## src/rtl/huge_page_sched_pkg.sv

```systemverilog
// Shared definitions for the huge page scheduler: FSM encodings, default
// geometry, the close-record layout and the offset width helper.
package huge_page_pkg;

  localparam int LEN_W          = 13;
  localparam int PAGE_BYTES_DEF = 2097152;
  localparam int HDR_BYTES_DEF  = 64;
  localparam int TMO_CYCLES_DEF = 1024;

  // offset must be able to hold PAGE_BYTES itself (a completely full page)
  function automatic int off_width(input int page_bytes);
    return $clog2(page_bytes) + 1;
  endfunction

  localparam int OFF_W_DEF = off_width(PAGE_BYTES_DEF);

  localparam logic [2:0] ST_WAIT    = 3'd0;
  localparam logic [2:0] ST_READY   = 3'd1;
  localparam logic [2:0] ST_GRANT   = 3'd2;
  localparam logic [2:0] ST_CLOSE   = 3'd3;
  localparam logic [2:0] ST_RELEASE = 3'd4;
  localparam logic [2:0] ST_SETTLE  = 3'd5;

  typedef struct packed {
    logic [63:0] addr;
    logic [31:0] bytes;
  } close_info_t;

endpackage

```

## src/rtl/huge_page_sched_if.sv

```systemverilog
// Engine slot handshake and page-close handshake of the huge page scheduler.
// master = scheduler side, slave = DMA write engine / header writer side.
interface huge_page_sched_if
  import huge_page_pkg::*;
();

  logic              eng_req;
  logic [LEN_W-1:0]  eng_len;
  logic              eng_grant;
  logic [63:0]       eng_addr;
  logic              eng_done;
  logic              close_req;
  logic [63:0]       close_addr;
  logic [31:0]       close_bytes;
  logic              close_ack;

  modport master (
    input  eng_req, eng_len, eng_done, close_ack,
    output eng_grant, eng_addr, close_req, close_addr, close_bytes
  );

  modport slave (
    output eng_req, eng_len, eng_done, close_ack,
    input  eng_grant, eng_addr, close_req, close_addr, close_bytes
  );

endinterface

```

## src/rtl/huge_page_sched_flush_timer.sv

```systemverilog
// Idle timer that closes a partially filled page. Only built when
// HUGE_PAGE_TIMEOUT_EN is defined; otherwise this file is empty.
`ifdef HUGE_PAGE_TIMEOUT_EN
module hp_flush_timer #(
  parameter int TMO_CYCLES = 1024
) (
  input  logic trn_clk,
  input  logic reset_n,
  input  logic count_en_i,
  output logic hit_o
);

  localparam int CNT_W = $clog2(TMO_CYCLES) + 1;

  logic [CNT_W-1:0] cnt_q;
  logic [CNT_W-1:0] cnt_d;

  // count idle cycles; any break in the idle condition restarts from zero
  always_comb begin
    cnt_d = count_en_i ? cnt_q + CNT_W'(1) : '0;
  end

  // counter register
  always_ff @(posedge trn_clk or negedge reset_n) begin
    if (!reset_n) cnt_q <= '0;
    else          cnt_q <= cnt_d;
  end

  assign hit_o = count_en_i && (cnt_q == CNT_W'(TMO_CYCLES - 1));

endmodule
`endif

```

## src/rtl/huge_page_sched.sv

```systemverilog
// Ping-pong scheduler for the two host huge pages: hands out write slots,
// tracks the fill offset, closes a page (header write, then return to host).
// Optional idle-close timer: define HUGE_PAGE_TIMEOUT_EN.
//
//   state      | meaning
//   WAIT       | current page not yet owned by hardware
//   READY      | page owned, waiting for an engine request
//   GRANT      | slot granted, waiting for eng_done
//   CLOSE      | header write requested, waiting for close_ack
//   RELEASE    | one-cycle to_host pulse for the current page
//   SETTLE     | idle cycle so the decoder's to_hw deassert is seen
module huge_page_sched
  import huge_page_pkg::*;
#(
  parameter int PAGE_BYTES = PAGE_BYTES_DEF,
  parameter int HDR_BYTES  = HDR_BYTES_DEF
`ifdef HUGE_PAGE_TIMEOUT_EN
  , parameter int TMO_CYCLES = TMO_CYCLES_DEF
`endif
) (
  input  logic        trn_clk,
  input  logic        reset_n,
  input  logic [63:0] huge_page_addr_1,
  input  logic [63:0] huge_page_addr_2,
  input  logic        huge_page_to_hw_1,
  input  logic        huge_page_to_hw_2,
  output logic        huge_page_to_host_1,
  output logic        huge_page_to_host_2,
  output logic        cur_page,
  huge_page_sched_if.master bus
);

  localparam int OFF_W = off_width(PAGE_BYTES);

  logic [2:0]       state_q,    state_d;
  logic             cur_page_q, cur_page_d;
  logic [OFF_W-1:0] offset_q,   offset_d;
  logic [LEN_W-1:0] len_q,      len_d;
  logic             grant_q,    grant_d;
  logic [63:0]      eaddr_q,    eaddr_d;
  logic             creq_q,     creq_d;
  close_info_t      cinfo_q,    cinfo_d;
  logic             host1_q,    host1_d;
  logic             host2_q,    host2_d;

  logic [63:0]      base;
  logic             own;
  logic [OFF_W:0]   fit_sum;
  logic             fits;
  logic [OFF_W-1:0] grant_off;
  logic             tmo_hit;

  function automatic logic [31:0] payload(input logic [OFF_W-1:0] off);
    return 32'(off - OFF_W'(HDR_BYTES));
  endfunction

  assign base      = cur_page_q ? huge_page_addr_2  : huge_page_addr_1;
  assign own       = cur_page_q ? huge_page_to_hw_2 : huge_page_to_hw_1;
  assign fit_sum   = {1'b0, offset_q} + {{(OFF_W + 1 - LEN_W){1'b0}}, bus.eng_len};
  assign fits      = fit_sum <= (OFF_W + 1)'(PAGE_BYTES);
  assign grant_off = offset_q + OFF_W'(len_q);

`ifdef HUGE_PAGE_TIMEOUT_EN
  logic tmo_en;
  assign tmo_en = (state_q == ST_READY) && (offset_q > OFF_W'(HDR_BYTES)) && !bus.eng_req;

  hp_flush_timer #(.TMO_CYCLES(TMO_CYCLES)) u_flush_timer (
    .trn_clk    (trn_clk),
    .reset_n    (reset_n),
    .count_en_i (tmo_en),
    .hit_o      (tmo_hit)
  );
`else
  assign tmo_hit = 1'b0;
`endif

  // page sequencing: slot grants, offset tracking, close and page switch
  always_comb begin
    state_d    = state_q;
    cur_page_d = cur_page_q;
    offset_d   = offset_q;
    len_d      = len_q;
    grant_d    = grant_q;
    eaddr_d    = eaddr_q;
    creq_d     = creq_q;
    cinfo_d    = cinfo_q;
    host1_d    = 1'b0;
    host2_d    = 1'b0;

    case (state_q)
      ST_WAIT: begin
        if (own) state_d = ST_READY;
      end
      ST_READY: begin
        if (bus.eng_req) begin
          if (fits) begin
            state_d = ST_GRANT;
            grant_d = 1'b1;
            eaddr_d = base + 64'(offset_q);
            len_d   = bus.eng_len;
          end else begin
            // request stays pending and is served from the next page
            state_d = ST_CLOSE;
            creq_d  = 1'b1;
            cinfo_d = '{addr: base, bytes: payload(offset_q)};
          end
        end else if (tmo_hit) begin
          state_d = ST_CLOSE;
          creq_d  = 1'b1;
          cinfo_d = '{addr: base, bytes: payload(offset_q)};
        end
      end
      ST_GRANT: begin
        if (bus.eng_done) begin
          grant_d  = 1'b0;
          offset_d = grant_off;
          if (grant_off == OFF_W'(PAGE_BYTES)) begin
            state_d = ST_CLOSE;
            creq_d  = 1'b1;
            cinfo_d = '{addr: base, bytes: payload(grant_off)};
          end else begin
            state_d = ST_READY;
          end
        end
      end
      ST_CLOSE: begin
        if (bus.close_ack) begin
          state_d = ST_RELEASE;
          creq_d  = 1'b0;
          cinfo_d = '0;
          host1_d = !cur_page_q;
          host2_d = cur_page_q;
        end
      end
      ST_RELEASE: begin
        state_d    = ST_SETTLE;
        cur_page_d = !cur_page_q;
        offset_d   = OFF_W'(HDR_BYTES);
      end
      ST_SETTLE: begin
        state_d = ST_WAIT;
      end
      default: begin
        state_d = ST_WAIT;
      end
    endcase
  end

  // state registers; reset aborts any grant or close in flight
  always_ff @(posedge trn_clk or negedge reset_n) begin
    if (!reset_n) begin
      state_q    <= ST_WAIT;
      cur_page_q <= 1'b0;
      offset_q   <= OFF_W'(HDR_BYTES);
      len_q      <= '0;
      grant_q    <= 1'b0;
      eaddr_q    <= '0;
      creq_q     <= 1'b0;
      cinfo_q    <= '0;
      host1_q    <= 1'b0;
      host2_q    <= 1'b0;
    end else begin
      state_q    <= state_d;
      cur_page_q <= cur_page_d;
      offset_q   <= offset_d;
      len_q      <= len_d;
      grant_q    <= grant_d;
      eaddr_q    <= eaddr_d;
      creq_q     <= creq_d;
      cinfo_q    <= cinfo_d;
      host1_q    <= host1_d;
      host2_q    <= host2_d;
    end
  end

  assign bus.eng_grant       = grant_q;
  assign bus.eng_addr        = eaddr_q;
  assign bus.close_req       = creq_q;
  assign bus.close_addr      = cinfo_q.addr;
  assign bus.close_bytes     = cinfo_q.bytes;
  assign huge_page_to_host_1 = host1_q;
  assign huge_page_to_host_2 = host2_q;
  assign cur_page            = cur_page_q;

endmodule

```

## src/flat_wrapper.sv

```systemverilog
// flat-port wrapper written by rule: the top's interface ports become plain ports
module huge_page_sched_flat import huge_page_pkg::*;
#(
  parameter int PAGE_BYTES = PAGE_BYTES_DEF,
  parameter int HDR_BYTES  = HDR_BYTES_DEF

)
  (trn_clk, reset_n, huge_page_addr_1, huge_page_addr_2, huge_page_to_hw_1, huge_page_to_hw_2, huge_page_to_host_1, huge_page_to_host_2, cur_page, bus_eng_req, bus_eng_len, bus_eng_done, bus_close_ack, bus_eng_grant, bus_eng_addr, bus_close_req, bus_close_addr, bus_close_bytes);
  huge_page_sched_if bus_i ();
  input  logic trn_clk;
  input  logic reset_n;
  input  logic [63:0] huge_page_addr_1;
  input  logic [63:0] huge_page_addr_2;
  input  logic huge_page_to_hw_1;
  input  logic huge_page_to_hw_2;
  output logic huge_page_to_host_1;
  output logic huge_page_to_host_2;
  output logic cur_page;
  input wire logic [$bits(bus_i.eng_req)-1:0] bus_eng_req;
  input wire logic [$bits(bus_i.eng_len)-1:0] bus_eng_len;
  input wire logic [$bits(bus_i.eng_done)-1:0] bus_eng_done;
  input wire logic [$bits(bus_i.close_ack)-1:0] bus_close_ack;
  output wire logic [$bits(bus_i.eng_grant)-1:0] bus_eng_grant;
  output wire logic [$bits(bus_i.eng_addr)-1:0] bus_eng_addr;
  output wire logic [$bits(bus_i.close_req)-1:0] bus_close_req;
  output wire logic [$bits(bus_i.close_addr)-1:0] bus_close_addr;
  output wire logic [$bits(bus_i.close_bytes)-1:0] bus_close_bytes;
  assign bus_i.eng_req = bus_eng_req;
  assign bus_i.eng_len = bus_eng_len;
  assign bus_i.eng_done = bus_eng_done;
  assign bus_i.close_ack = bus_close_ack;
  assign bus_eng_grant = bus_i.eng_grant;
  assign bus_eng_addr = bus_i.eng_addr;
  assign bus_close_req = bus_i.close_req;
  assign bus_close_addr = bus_i.close_addr;
  assign bus_close_bytes = bus_i.close_bytes;
  huge_page_sched #(.PAGE_BYTES(PAGE_BYTES), .HDR_BYTES(HDR_BYTES)) u_core (.trn_clk(trn_clk), .reset_n(reset_n), .huge_page_addr_1(huge_page_addr_1), .huge_page_addr_2(huge_page_addr_2), .huge_page_to_hw_1(huge_page_to_hw_1), .huge_page_to_hw_2(huge_page_to_hw_2), .huge_page_to_host_1(huge_page_to_host_1), .huge_page_to_host_2(huge_page_to_host_2), .cur_page(cur_page), .bus(bus_i));
endmodule
```

## config.mk

```make
export PLATFORM = sky130hd
export DESIGN_NAME = huge_page_sched_flat
export DESIGN_NICKNAME = d
export VERILOG_FILES = /design/src/rtl/huge_page_sched_pkg.sv /design/src/rtl/huge_page_sched_if.sv /design/src/rtl/huge_page_sched_flush_timer.sv /design/src/rtl/huge_page_sched.sv /design/src/flat_wrapper.sv
export SDC_FILE = /design/constraint.sdc
export NUM_CORES = 1
export LEC_CHECK = 0
export ABC_AREA = 1
export CELL_PAD_IN_SITES_DETAIL_PLACEMENT = 1
export CELL_PAD_IN_SITES_GLOBAL_PLACEMENT = 2
export CORE_MARGIN = 2
export CORE_UTILIZATION = 29
export DETAILED_ROUTE_END_ITERATION = 10
export PLACE_DENSITY = 0.93
export SKIP_CTS_REPAIR_TIMING = 1
export SYNTH_ARGS = -nofsm -noshare
export SYNTH_HDL_FRONTEND = slang
export SYNTH_HIERARCHICAL = 1
export SYNTH_SLANG_ARGS = --single-unit
```

## constraint.sdc

```tcl
create_clock -name trn_clk -period 7.45 [get_ports trn_clk]
set_clock_uncertainty 0.05 [all_clocks]
set_input_delay 1.1175 -clock trn_clk [delete_from_list [all_inputs] [get_ports trn_clk]]
set_output_delay 1.1175 -clock trn_clk [all_outputs]
set_load 0.05 [all_outputs]
```

==> flow_summary_export.csv <==
group,metric,value,unit
run_status,status,"completed",
cts,clockRootBuffer,"clkbuf_16",
sta,period_share,64.7,%
power,max-vdd-ir-drop,251,uV
synthesis,syn-cell-area,13600,um^2
cts,cts_tree,"done",
cts,cts_made_buffers,17,
critical_path,crit_arrival,5.12,ns
cts,cts_sinks,194,
floorplanning,die_h,220,um
sta,setup_viol,0,
synthesis,yosysWarnings,6,
cts,clockBufferDepth,2,
synthesis,synth_commonest_cells,"818 x nand2_1, 208 x inv_1, 193 x dfrtp_1, 177 x nand3_1, 143 x nor2_1",
sta,tightest_slew,1.17,ns
cts,clk_latency,0.46,ns
floorplanning,die-area,48500,um^2
drt,dr.pass1.iters,5,
finish,drive_gt1_share,3.94,%
synthesis,synth-main-ff-cell,"dfrtp_1",
global_routing,grt_overflow_total,0,
sta,maxSlewHeadroom,21.2,%
sta,setup_tns,0,ns
synthesis,yosysUniqueCellTypes,43,
critical_path,cp_slowest_cell,"buf_4",
synthesis,yosysTopAreaCellShare,35.6,%
global_routing,grt_use_total,23.0,%
critical_path,max_stage_delay,0.47,ns
power,p_per_area,522,nW/um^2
cts,clk_pin_slew,0.08,ns
sta,clock.fmax,208,MHz
finish,ff_latch_area,4860,um^2
critical_path,critical_path_class,"reg2reg",
sta,min_period,4.82,ns
synthesis,syn-mean-instance-area,6.62,um^2
critical_path,cp.required,7.75,ns
critical_path,cp_max_fo,44,
synthesis,synth_nets,2251,
drt,antenna_left,0,
critical_path,path_cells,"inv_2, buf_4, nand2_1, nand2_1, ha_1, inv_1, fa_1, o21ai_0, a21oi_1, o21ai_0, nand2_1, nand2_1, nand3_1, nor2_1, nand2_1, xor2_1, nand2_1, nand2_1",
power,power.leakage,0.00892,uW
sta,rsz0062_at_grt,"no",
synthesis,yosysMostFrequentCell,"nand2_1",
worst_hold_path,worstHoldPathType,"reg2reg",
finish,multi_input_area,7540,um^2
placed_design,dp.cells,2910,
finish,final_nets,2522,
drt,viasPerCell,4.88,
critical_path,cp-end-kind,"flop",
placed_design,port_buffers,312,
global_routing,antenna_found_initial,2,
floorplanning,rows,79,
drt,routed-via-count,14400,
synthesis,synth_largest_area_cell,"dfrtp_1",
drt,wl_per_cell,18.9,um
drt,drc,0,
placed_design,gp_congestion,0.930,
synthesis,async_reset_ff_share,100,%
global_routing,grt_max_degree,106,
critical_path,start_kind,"flop",
drt,drt-total-wl,55.7,mm
critical_path,cp_common_cell,"nand2_1",
drt,drtIter0Drc,820,
job,maxCapViolations,0,
floorplanning,io_pins,313,
finish,synthToLayoutAreaGrowth,31.0,%
finish,utilization,38.3,%
synthesis,synth_edf_count,0,
finish,fin_cells,2942,
placed_design,hpwl,44.0,mm
global_routing,grt_pass1_wl,86.0,mm
floorplanning,start_util,29.3,%
global_routing,grt_pass1_vias,15000,
sta,hold_viol,0,
synthesis,ys_ff_latch,194,
cts,h-tree-depth,4,
floorplanning,core_area,46400,um^2
floorplanning,die_w,220,um
synthesis,synth_seq_area_share,35.8,%
sta,slew_viol_final,0,
finish,fillers,5864,
synthesis,syn-instance-count,2051,
synthesis,synth_area_leaders,"dfrtp_1 36%, nand2_1 23%, nand3_1 6.5%, inv_1 5.8%, ha_1 4.5%",
## cells by family after synthesis
family	after synthesis	synth area share (%)
AOI/OAI and AO/OA	205	8.26
xor gates and xnor gates	65	4.19
adders and majority gates	52	4.96
buffers and inverters	290	8.76
DFF	194	35.8
muxes	6	0.443
and+or+nand+nor	1239	37.6
## final timing paths
kind	startpoint	endpoint	slack (ns)	cells after the start
setup / recovery	u_core/cur_page	u_core/bus.eng_addr[54]	2.63	18
hold / removal	u_core/bus.eng_addr[42]	u_core/bus.eng_addr[42]	0.43	2
setup reg to reg	u_core/cur_page	u_core/bus.eng_addr[54]	2.63	18
hold reg to reg	u_core/bus.eng_addr[42]	u_core/bus.eng_addr[42]	0.43	2
max in group asynchronous	reset_n	u_core/cur_page	5.57	2
min in group asynchronous	reset_n	u_core/bus.close_addr[34]	0.63	1
## sequential cells by signal, summed over array words and instances (netlist names)
signal                      count
u_core/bus.eng_addr            64
u_core/cur_page                 1
u_core/state_q                  3
u_core/bus.eng_grant            1
u_core/huge_page_to_host_2      1
u_core/bus.close_bytes         23
u_core/offset_q                22
u_core/len_q                   13
u_core/huge_page_to_host_1      1
u_core/bus.close_req            1
u_core/bus.close_addr          64
## worst max-delay path, delay by kind of cell (launching register included)
| family | cells | cell delay (ns) |
|---|---|---|
| simple gates | 9 | 1.55 |
| compound gates | 3 | 1.05 |
| buf+inv | 3 | 0.81 |
| fa+ha+maj | 2 | 0.62 |
| flops | 1 | 0.41 |
| xor+xnor | 1 | 0.16 |
## metrics by stage
stage	worst slack (ns)	hold WS [ns]	area, um^2	power (uW)
after global routing	2.20	0.460	17800	10000
after CTS	2.56	0.433	17800	9350
final	2.63	0.432	17800	9280
after floorplan	3.22	0.403	13600	6180
after global placement	2.29	0.413	17200	8210
after detailed placement	2.24	0.414	17200	8370
## power by group
| group | switching, uW | internal [uW] | leakage [uW] | total [uW] |
|---|---|---|---|---|
| registers | 380 | 1540 | 0.00245 | 1920 |
| clock network | 445 | 488 | 0.000280 | 934 |
| logic | 4510 | 1920 | 0.00619 | 6430 |
| total | 5330 | 3950 | 0.00892 | 9280 |
## per-layer routing
metal  routed length (um)  vias up  GRT usage [%]  part of all wire, %
li1                     -     7043              -                    -
met1                25000     6968           29.7                   45
met2                27000      302           40.2                   49
met3                 2450       48           2.82                  4.4
met4                 1140        2           6.78                  2.1
met5                   13        -              0                0.023
## final cells by class
type | count | share of cell area [%]
multi-input cells | 1567 | 42.4
flip-flops and latches | 194 | 27.3
clock buffers | 20 | 2.63
inverters | 219 | 4.62
clock inverters | 11 | 0.598
diodes | 1 | 0.0141
well taps | 607 | 4.27
repair buffers | 323 | 18.1
## cell usage in the layout, fill, tap and decap left out, drive strengths merged, types with 2 or more instances in the layout
master	instances
buf	11
mux2i	6
a22oi	4
clkinv	10
nand3	178
o21a	3
a21o	3
a22o	2
clkbuf	21
inv	217
and2	3
nor4	6
fa	3
o21ai	115
a21oi	43
o21bai	8
xnor2	20
dfrtp	193
xor2	45
nand4	26
o22ai	18
clkinvlp	2
or2	26
a21boi	3
ha	49
nand2	821
a31oi	5
nor3	29
clkdlybuf4s50	311
nor2	148
No activity file was read; power rests on OpenSTA's default activity.
